## config.mk

```make
export PLATFORM = sky130hd
export DESIGN_NAME = mips_data_mem_responder
export DESIGN_NICKNAME = d
export VERILOG_FILES = /design/src/rtl/mips_mem_pkg.sv /design/src/rtl/mips_data_mem_array.sv /design/src/rtl/mips_data_mem_responder.sv
export SDC_FILE = /design/constraint.sdc
export NUM_CORES = 2
export LEC_CHECK = 0
export ABC_AREA = 0
export ABC_CLOCK_PERIOD_IN_PS = 5000
export CORE_MARGIN = 2
export CORE_UTILIZATION = 26
export CTS_CLUSTER_SIZE = 40
export DETAILED_ROUTE_END_ITERATION = 8
export PLACE_DENSITY_LB_ADDON = 0.1
export SYNTH_ARGS = -nofsm -noshare
export SYNTH_HDL_FRONTEND = slang
export SYNTH_SLANG_ARGS = --single-unit
```

## constraint.sdc

```tcl
create_clock -name CLK -period 5 [get_ports CLK]
set_clock_uncertainty 0.1 [all_clocks]
set_input_delay 0.5 -clock CLK [delete_from_list [all_inputs] [get_ports CLK]]
set_output_delay 0.5 -clock CLK [all_outputs]
set_load 0.02 [all_outputs]
```

## src/rtl/mips_mem_pkg.sv

```systemverilog
// Shared types and constants for the MIPS data-memory responder.
package mips_mem_pkg;

    // Width of the wait-state down-counter; covers wait-state counts 0..15.
    localparam int CNT_WIDTH = 4;

    // Access sequencing: idle, inserting wait states, one-cycle response.
    typedef enum logic [1:0] {
        IDLE = 2'd0,
        WAIT = 2'd1,
        RESP = 2'd2
    } state_t;

endpackage

```

## src/rtl/mips_data_mem_array.sv

```systemverilog
// Word-addressed storage: one synchronous write port and one registered read port.
// Only the read register is reset; the stored words keep their contents.
module mips_data_mem_array #(
    parameter int DATA_WIDTH = 32,
    parameter int DEPTH      = 64,
    parameter int IDX_W      = 6
) (
    input  logic                  clk,
    input  logic                  rst_n,
    input  logic                  wr_en,
    input  logic                  rd_en,
    input  logic                  rd_clr,
    input  logic [IDX_W-1:0]      addr,
    input  logic [DATA_WIDTH-1:0] wr_data,
    output logic [DATA_WIDTH-1:0] rd_data
);

    logic [DATA_WIDTH-1:0] mem [DEPTH];
    logic [DATA_WIDTH-1:0] rd_data_q;
    logic [DATA_WIDTH-1:0] rd_data_d;

    // Storage write port; no reset so contents survive a reset pulse.
    always_ff @(posedge clk) begin
        if (wr_en) begin
            mem[addr] <= wr_data;
        end
    end

    // Next read-register value: load a word, force zero, or hold.
    always_comb begin
        rd_data_d = rd_data_q;
        if (rd_clr) begin
            rd_data_d = '0;
        end else if (rd_en) begin
            rd_data_d = mem[addr];
        end
    end

    // Read output register with synchronous active-low clear.
    always_ff @(posedge clk) begin
        if (!rst_n) begin
            rd_data_q <= '0;
        end else begin
            rd_data_q <= rd_data_d;
        end
    end

    assign rd_data = rd_data_q;

endmodule

```

## src/rtl/mips_data_mem_responder.sv

```systemverilog
// MIPS data-memory responder: accepts one access in IDLE, inserts a fixed
// number of wait states, then answers with a one-cycle mem_ready strobe.
module mips_data_mem_responder
    import mips_mem_pkg::*;
#(
    parameter int DATA_WIDTH  = 32,
    parameter int ADDR_WIDTH  = 32,
    parameter int MEM_DEPTH   = 64,
    parameter int WAIT_STATES = 2
) (
    input  logic                  CLK,
    input  logic                  RST_N,
    input  logic                  mem_req,
    input  logic                  DATA_MEM_WR_EN,
    input  logic [ADDR_WIDTH-1:0] input_addr,
    input  logic [DATA_WIDTH-1:0] write_data,
    output logic [DATA_WIDTH-1:0] read_data,
    output logic                  mem_ready,
    output logic                  addr_err,
    output logic                  busy
);

    localparam int                   IDX_W     = (MEM_DEPTH > 1) ? $clog2(MEM_DEPTH) : 1;
    localparam int                   WIDX_W    = ADDR_WIDTH - 2;
    localparam logic [WIDX_W-1:0]    DEPTH_LIM = WIDX_W'(MEM_DEPTH);
    localparam logic [CNT_WIDTH-1:0] CNT_INIT  = CNT_WIDTH'((WAIT_STATES > 0) ? WAIT_STATES - 1 : 0);

    state_t                  state_q, state_d;
    logic [CNT_WIDTH-1:0]    cnt_q, cnt_d;
    logic [ADDR_WIDTH-1:0]   addr_q, addr_d;
    logic [DATA_WIDTH-1:0]   wdata_q, wdata_d;
    logic                    wr_q, wr_d;
    logic                    mem_ready_q, mem_ready_d;
    logic                    addr_err_q, addr_err_d;
    logic                    busy_q, busy_d;

    logic [ADDR_WIDTH-1:0]   acc_addr;
    logic [DATA_WIDTH-1:0]   acc_data;
    logic                    acc_wr;
    logic                    acc_ok;
    logic                    go_resp;
    logic                    mem_wr_en;
    logic                    mem_rd_en;
    logic                    mem_rd_clr;

    // Access being completed: live inputs when leaving IDLE directly (zero
    // wait states), otherwise the values latched at acceptance.
    always_comb begin
        acc_addr = addr_q;
        acc_data = wdata_q;
        acc_wr   = wr_q;
        if (state_q == IDLE) begin
            acc_addr = input_addr;
            acc_data = write_data;
            acc_wr   = DATA_MEM_WR_EN;
        end
        acc_ok = (acc_addr[1:0] == 2'b00) && (acc_addr[ADDR_WIDTH-1:2] < DEPTH_LIM);
    end

    // Next-state, counter and request latches.
    always_comb begin
        state_d = state_q;
        cnt_d   = cnt_q;
        addr_d  = addr_q;
        wdata_d = wdata_q;
        wr_d    = wr_q;
        case (state_q)
            IDLE: begin
                if (mem_req) begin
                    addr_d  = input_addr;
                    wdata_d = write_data;
                    wr_d    = DATA_MEM_WR_EN;
                    if (WAIT_STATES == 0) begin
                        state_d = RESP;
                    end else begin
                        state_d = WAIT;
                        cnt_d   = CNT_INIT;
                    end
                end
            end
            WAIT: begin
                if (cnt_q == '0) begin
                    state_d = RESP;
                end else begin
                    cnt_d = cnt_q - CNT_WIDTH'(1);
                end
            end
            RESP: begin
                state_d = IDLE;
            end
            default: begin
                state_d = IDLE;
            end
        endcase
    end

    // Memory commands and registered outputs, all keyed to the edge entering RESP.
    always_comb begin
        go_resp     = RST_N && (state_d == RESP) && (state_q != RESP);
        mem_wr_en   = go_resp && acc_wr && acc_ok;
        mem_rd_en   = go_resp && !acc_wr && acc_ok;
        mem_rd_clr  = go_resp && (acc_wr || !acc_ok);
        mem_ready_d = (state_d == RESP);
        addr_err_d  = go_resp && !acc_ok;
        busy_d      = (state_d != IDLE);
    end

    // Control and output registers with synchronous active-low reset.
    always_ff @(posedge CLK) begin
        if (!RST_N) begin
            state_q     <= IDLE;
            cnt_q       <= '0;
            addr_q      <= '0;
            wdata_q     <= '0;
            wr_q        <= 1'b0;
            mem_ready_q <= 1'b0;
            addr_err_q  <= 1'b0;
            busy_q      <= 1'b0;
        end else begin
            state_q     <= state_d;
            cnt_q       <= cnt_d;
            addr_q      <= addr_d;
            wdata_q     <= wdata_d;
            wr_q        <= wr_d;
            mem_ready_q <= mem_ready_d;
            addr_err_q  <= addr_err_d;
            busy_q      <= busy_d;
        end
    end

    mips_data_mem_array #(
        .DATA_WIDTH (DATA_WIDTH),
        .DEPTH      (MEM_DEPTH),
        .IDX_W      (IDX_W)
    ) u_array (
        .clk     (CLK),
        .rst_n   (RST_N),
        .wr_en   (mem_wr_en),
        .rd_en   (mem_rd_en),
        .rd_clr  (mem_rd_clr),
        .addr    (acc_addr[IDX_W+1:2]),
        .wr_data (acc_data),
        .rd_data (read_data)
    );

    assign mem_ready = mem_ready_q;
    assign addr_err  = addr_err_q;
    assign busy      = busy_q;

endmodule
```

==> impl_metrics.py <==
metrics = {
    "status": {
        "outcome": "finished, violations left",
        "failed_checks": "capacitance limit",
    },
    "routing": {
        "wire_per_inst_um": 34.1,
        "drtPass1Iterations": 5,
        "drc": 0,
        "drt_iter0_drc": 5698,
        "ant_nets_after_route": 0,
        "viasPerCell": 5.04,
        "num_vias": 50600,
        "routed_wl_um": 343000,
    },
    "timing": {
        "timing.final.max_slew_violations": 0,
        "layout_min_cycle_time_ps": 4930,
        "tightest_slew_ps": 1460,
        "hold_viol": 0,
        "fmax_mhz": 203,
        "timing.max_slew.rel_slack_pct": 1.39,
        "grt_setup_unrepaired": "false",
        "final_setup_fails": 0,
        "hold_ws_ps": 59.7,
        "period_share_pct": 98.7,
    },
    "synth": {
        "synthesis.instances": 5161,
        "yosysWarningCount": 0,
        "synth-simple-area-share_pct": 5.25,
        "synthArstFlopShare_pct": 0,
        "synthDominantCellAreaShare_pct": 75.3,
        "post_synth_xor_area_fraction_pct": 0.0107,
        "synth_sequential_area_ratio_pct": 77.9,
        "edff_count_synth": 2048,
        "postSynthAreaPerCell_um2": 15.8,
        "netlist_area_mm2": 0.0816,
        "synth_top_family_by_area": "compound AO/OA/AOI/OAI gates",
        "synth.top_cells.by_area": "edfxtp_1 (75%), mux2i_1 (5.1%), nand2_1 (3.2%)",
        "yosys.cell_types.count": 62,
        "adder_cell_share_of_the_synthesized_area_pct": 0.0306,
        "syn-num-nets": 5231,
        "synth-seq-cells": 2154,
        "dominantRegCellSynth": "edfxtp_1",
        "synth.area.mux_share_pct": 5.66,
        "synth_compound_area_share_pct": 9.35,
        "synthDominantAreaCellType": "edfxtp_1",
    },
    "worst_setup_path": {
        "startpoint_type": "register",
        "setup.worst_path.start": "state_q[1]",
        "critPathCaptureType": "register",
        "timing_worst_setup_path_type": "reg -> reg",
        "worst-r2r-cell-count": 11,
        "worstPathMaxFanout": 36,
        "signal_arrival_time_at_the_worst_endpoint_ps": 5620,
        "regToRegStartpoint": "state_q[1]",
        "crit_required_ps": 5690,
        "worst-r2r-setup-slack_ps": 70,
    },
    "pwr": {
        "p_per_area_mw_per_mm2": 422,
        "switching_share_pct": 25.9,
        "power_report.internal_total_mw": 31.2,
        "share_clk_of_total_power_pct": 40.7,
        "power_frac_comb_pct": 11.2,
        "total_switching_power_mw": 10.9,
        "power_frac_seq_pct": 48.1,
        "power.ir.vdd_worst_v": 0.000283,
        "static-leakage-power_nw": 32.3,
        "report.power.total_mw": 42.1,
    },
    "floorplan": {
        "dieArea_mm2": 0.319,
        "start_util_pct": 26.2,
        "chipWidth_um": 564,
        "io-pin-count": 103,
        "num_rows": 205,
        "die_height_um": 564,
        "core-area_mm2": 0.312,
    },
    "finish": {
        "post-route-cell-area_mm2": 0.0999,
        "drive_gt1_share_pct": 16.5,
        "layout.cells.non_filler": 10000,
        "area_delta_synth_final_pct": 22.3,
        "num-nets-final": 5761,
        "final_util_pct": 32.0,
    },
    "clocking": {
        "htree_levels": 4,
        "ctsRootBufferMaster": "clkbuf_16",
        "cts_inserted_buffers": 244,
        "postCtsSetupBuffers": 0,
        "insertion_delay_ps": 920,
        "cts.reportedPaths.clkPinSlew_ps": 60,
        "tritoncts_clock_tree": "done",
        "cts.sinks": 2154,
        "cts_buffer_depth": 4,
    },
    "placed_design": {
        "globalplace.congestion": 0.827,
        "numPortBuffers": 102,
        "placed_cell_area_mm2": 0.0923,
        "numPlacedInstances": 9583,
        "detailed_placement_hpwl_um": 212000,
    },
    "job": {
        "max_cap_viol_count": 1,
    },
    "global_route": {
        "track_usage_pct": 21.0,
        "grt_antenna_before_repair": 43,
        "first_global_vias": 48700,
        "grt_pass1_wl_um": 455000,
        "grt_start_max_net_pins": 70,
        "grt_remaining_overflow": 0,
    },
    "worst_hold_path": {
        "holdPathStages": 3,
        "hold_start": "write_data[13]",
        "timing.hold.worst.class": "in -> reg",
    },
}
[routing by layer]
metal	track usage [%]	vias to the layer above	part of all wire, %
met5	0	-	0.0073
met4	5.40	4	2.6
met3	2.96	372	5.6
met2	34.0	1690	47
met1	29.5	27100	45
li1	-	21400	-
[state kept, by name, indices dropped and copies added (netlist names)]
signal           count
u_array.mem       2048
addr_q              32
u_array.rd_data     32
wdata_q             32
cnt_q                4
state_q              2
addr_err             1
busy                 1
mem_ready            1
wr_q                 1
[synthesized netlist by cell type, types with 31 or more instances]
cell type	number
clkbuf_1	116
a221oi_1	72
o21ai_0	218
edfxtp_1	2048
nor4_1	44
nand4_1	56
buf_2	139
mux2i_1	418
a21oi_1	338
nor3_1	31
buf_1	48
a22oi_1	172
a31oi_1	56
dfxtp_1	106
o22ai_1	215
a22o_1	54
nand2_1	701
mux2_2	36
nor2_1	121
[per-stage QoR]
step           setup WS (ps)  TNS, ps
6_report                66.4        0
4_1_cts                 48.1        0
5_1_grt                 17.4        0
3_5_place_dp            -208     -766
2_1_floorplan           1010        0
3_3_place_gp            -825    -2680
[layout make-up]
class | count | area [µm²]
well taps | 4140 | 5180
multi-input cells | 2687 | 17400
clock buffers | 332 | 6620
clock inverters | 109 | 837
inverters | 5 | 18.8
fillers | 30400 | 212000
repair buffers | 599 | 6150
diodes | 16 | 40.0
flip-flops and latches | 2154 | 63600
[kinds of logic (layout without fill, tap and decap cells)]
logic type               Yosys count  in the layout
adder cells (fa/ha/maj)            2              2
AND/OR/NAND/NOR                 1017           1017
other                              0             16
flip-flops                      2154           2154
AO/OA/AOI/OAI                   1209           1210
XOR/XNOR                           1              1
multiplexers                     457            457
buffers and inverters            321           1045
[worst max-delay path: stages (launching register included)]
cell	delay [ps]
dfxtp_1	410
nor2_4	660
a21bo_4	760
buf_12	330
mux2i_1	230
o22ai_1	100
o21ai_0	1050
buf_4	350
o2111ai_1	160
buf_4	200
a2111oi_0	290
nor2_1	70
[what timing repair did]
action,CTS,global route
hold buffers,0,0
gates resized for setup,0,1
endpoints found under the setup margin,0,4
[power groups by stage]
stage	Sequential (mW)	Combinational (mW)	Clock [mW]
floorplan	20.6	1.98	0
global placement	20.6	4.74	0
detailed placement	20.6	4.76	0
CTS	20.2	4.78	17.5
global route	20.2	4.93	18.2
finish	20.2	4.71	17.2
[placed cells by master (no fill, tap or decap), drive strengths merged, types with 3 or more instances in the layout]
cell type | synthesis | routed
a221oi | 73 | 73
clkinv | 1 | 95
nor3 | 31 | 31
nor2 | 122 | 122
and2 | 3 | 3
a31o | 4 | 4
or2 | 3 | 3
a41oi | 5 | 5
nand4 | 56 | 56
a211oi | 11 | 11
dfxtp | 106 | 106
bufinv | 0 | 10
o2111ai | 4 | 4
and3 | 7 | 7
clkbuf | 116 | 332
edfxtp | 2048 | 2048
nand2 | 701 | 701
or4 | 13 | 13
diode | 0 | 16
mux2i | 418 | 418
a31oi | 56 | 56
a22o | 54 | 54
a2111oi | 8 | 8
clkdlybuf4s50 | 0 | 102
nand3 | 16 | 16
a222oi | 11 | 11
o21a | 10 | 10
a22oi | 172 | 172
mux2 | 39 | 39
nor4 | 44 | 44
buf | 200 | 497
o22ai | 218 | 218
nor2b | 3 | 3
o21ai | 219 | 219
a21oi | 338 | 338
nand2b | 9 | 9
inv | 4 | 9
o221ai | 12 | 12
a221o | 3 | 3
[final timing paths]
check / end
hold / removal: wdata_q[13]
hold reg to reg: wdata_q[23]
setup / recovery: u_array.rd_data[3]
setup reg to reg: u_array.rd_data[3]
No activity file was read; power rests on OpenSTA's default activity.
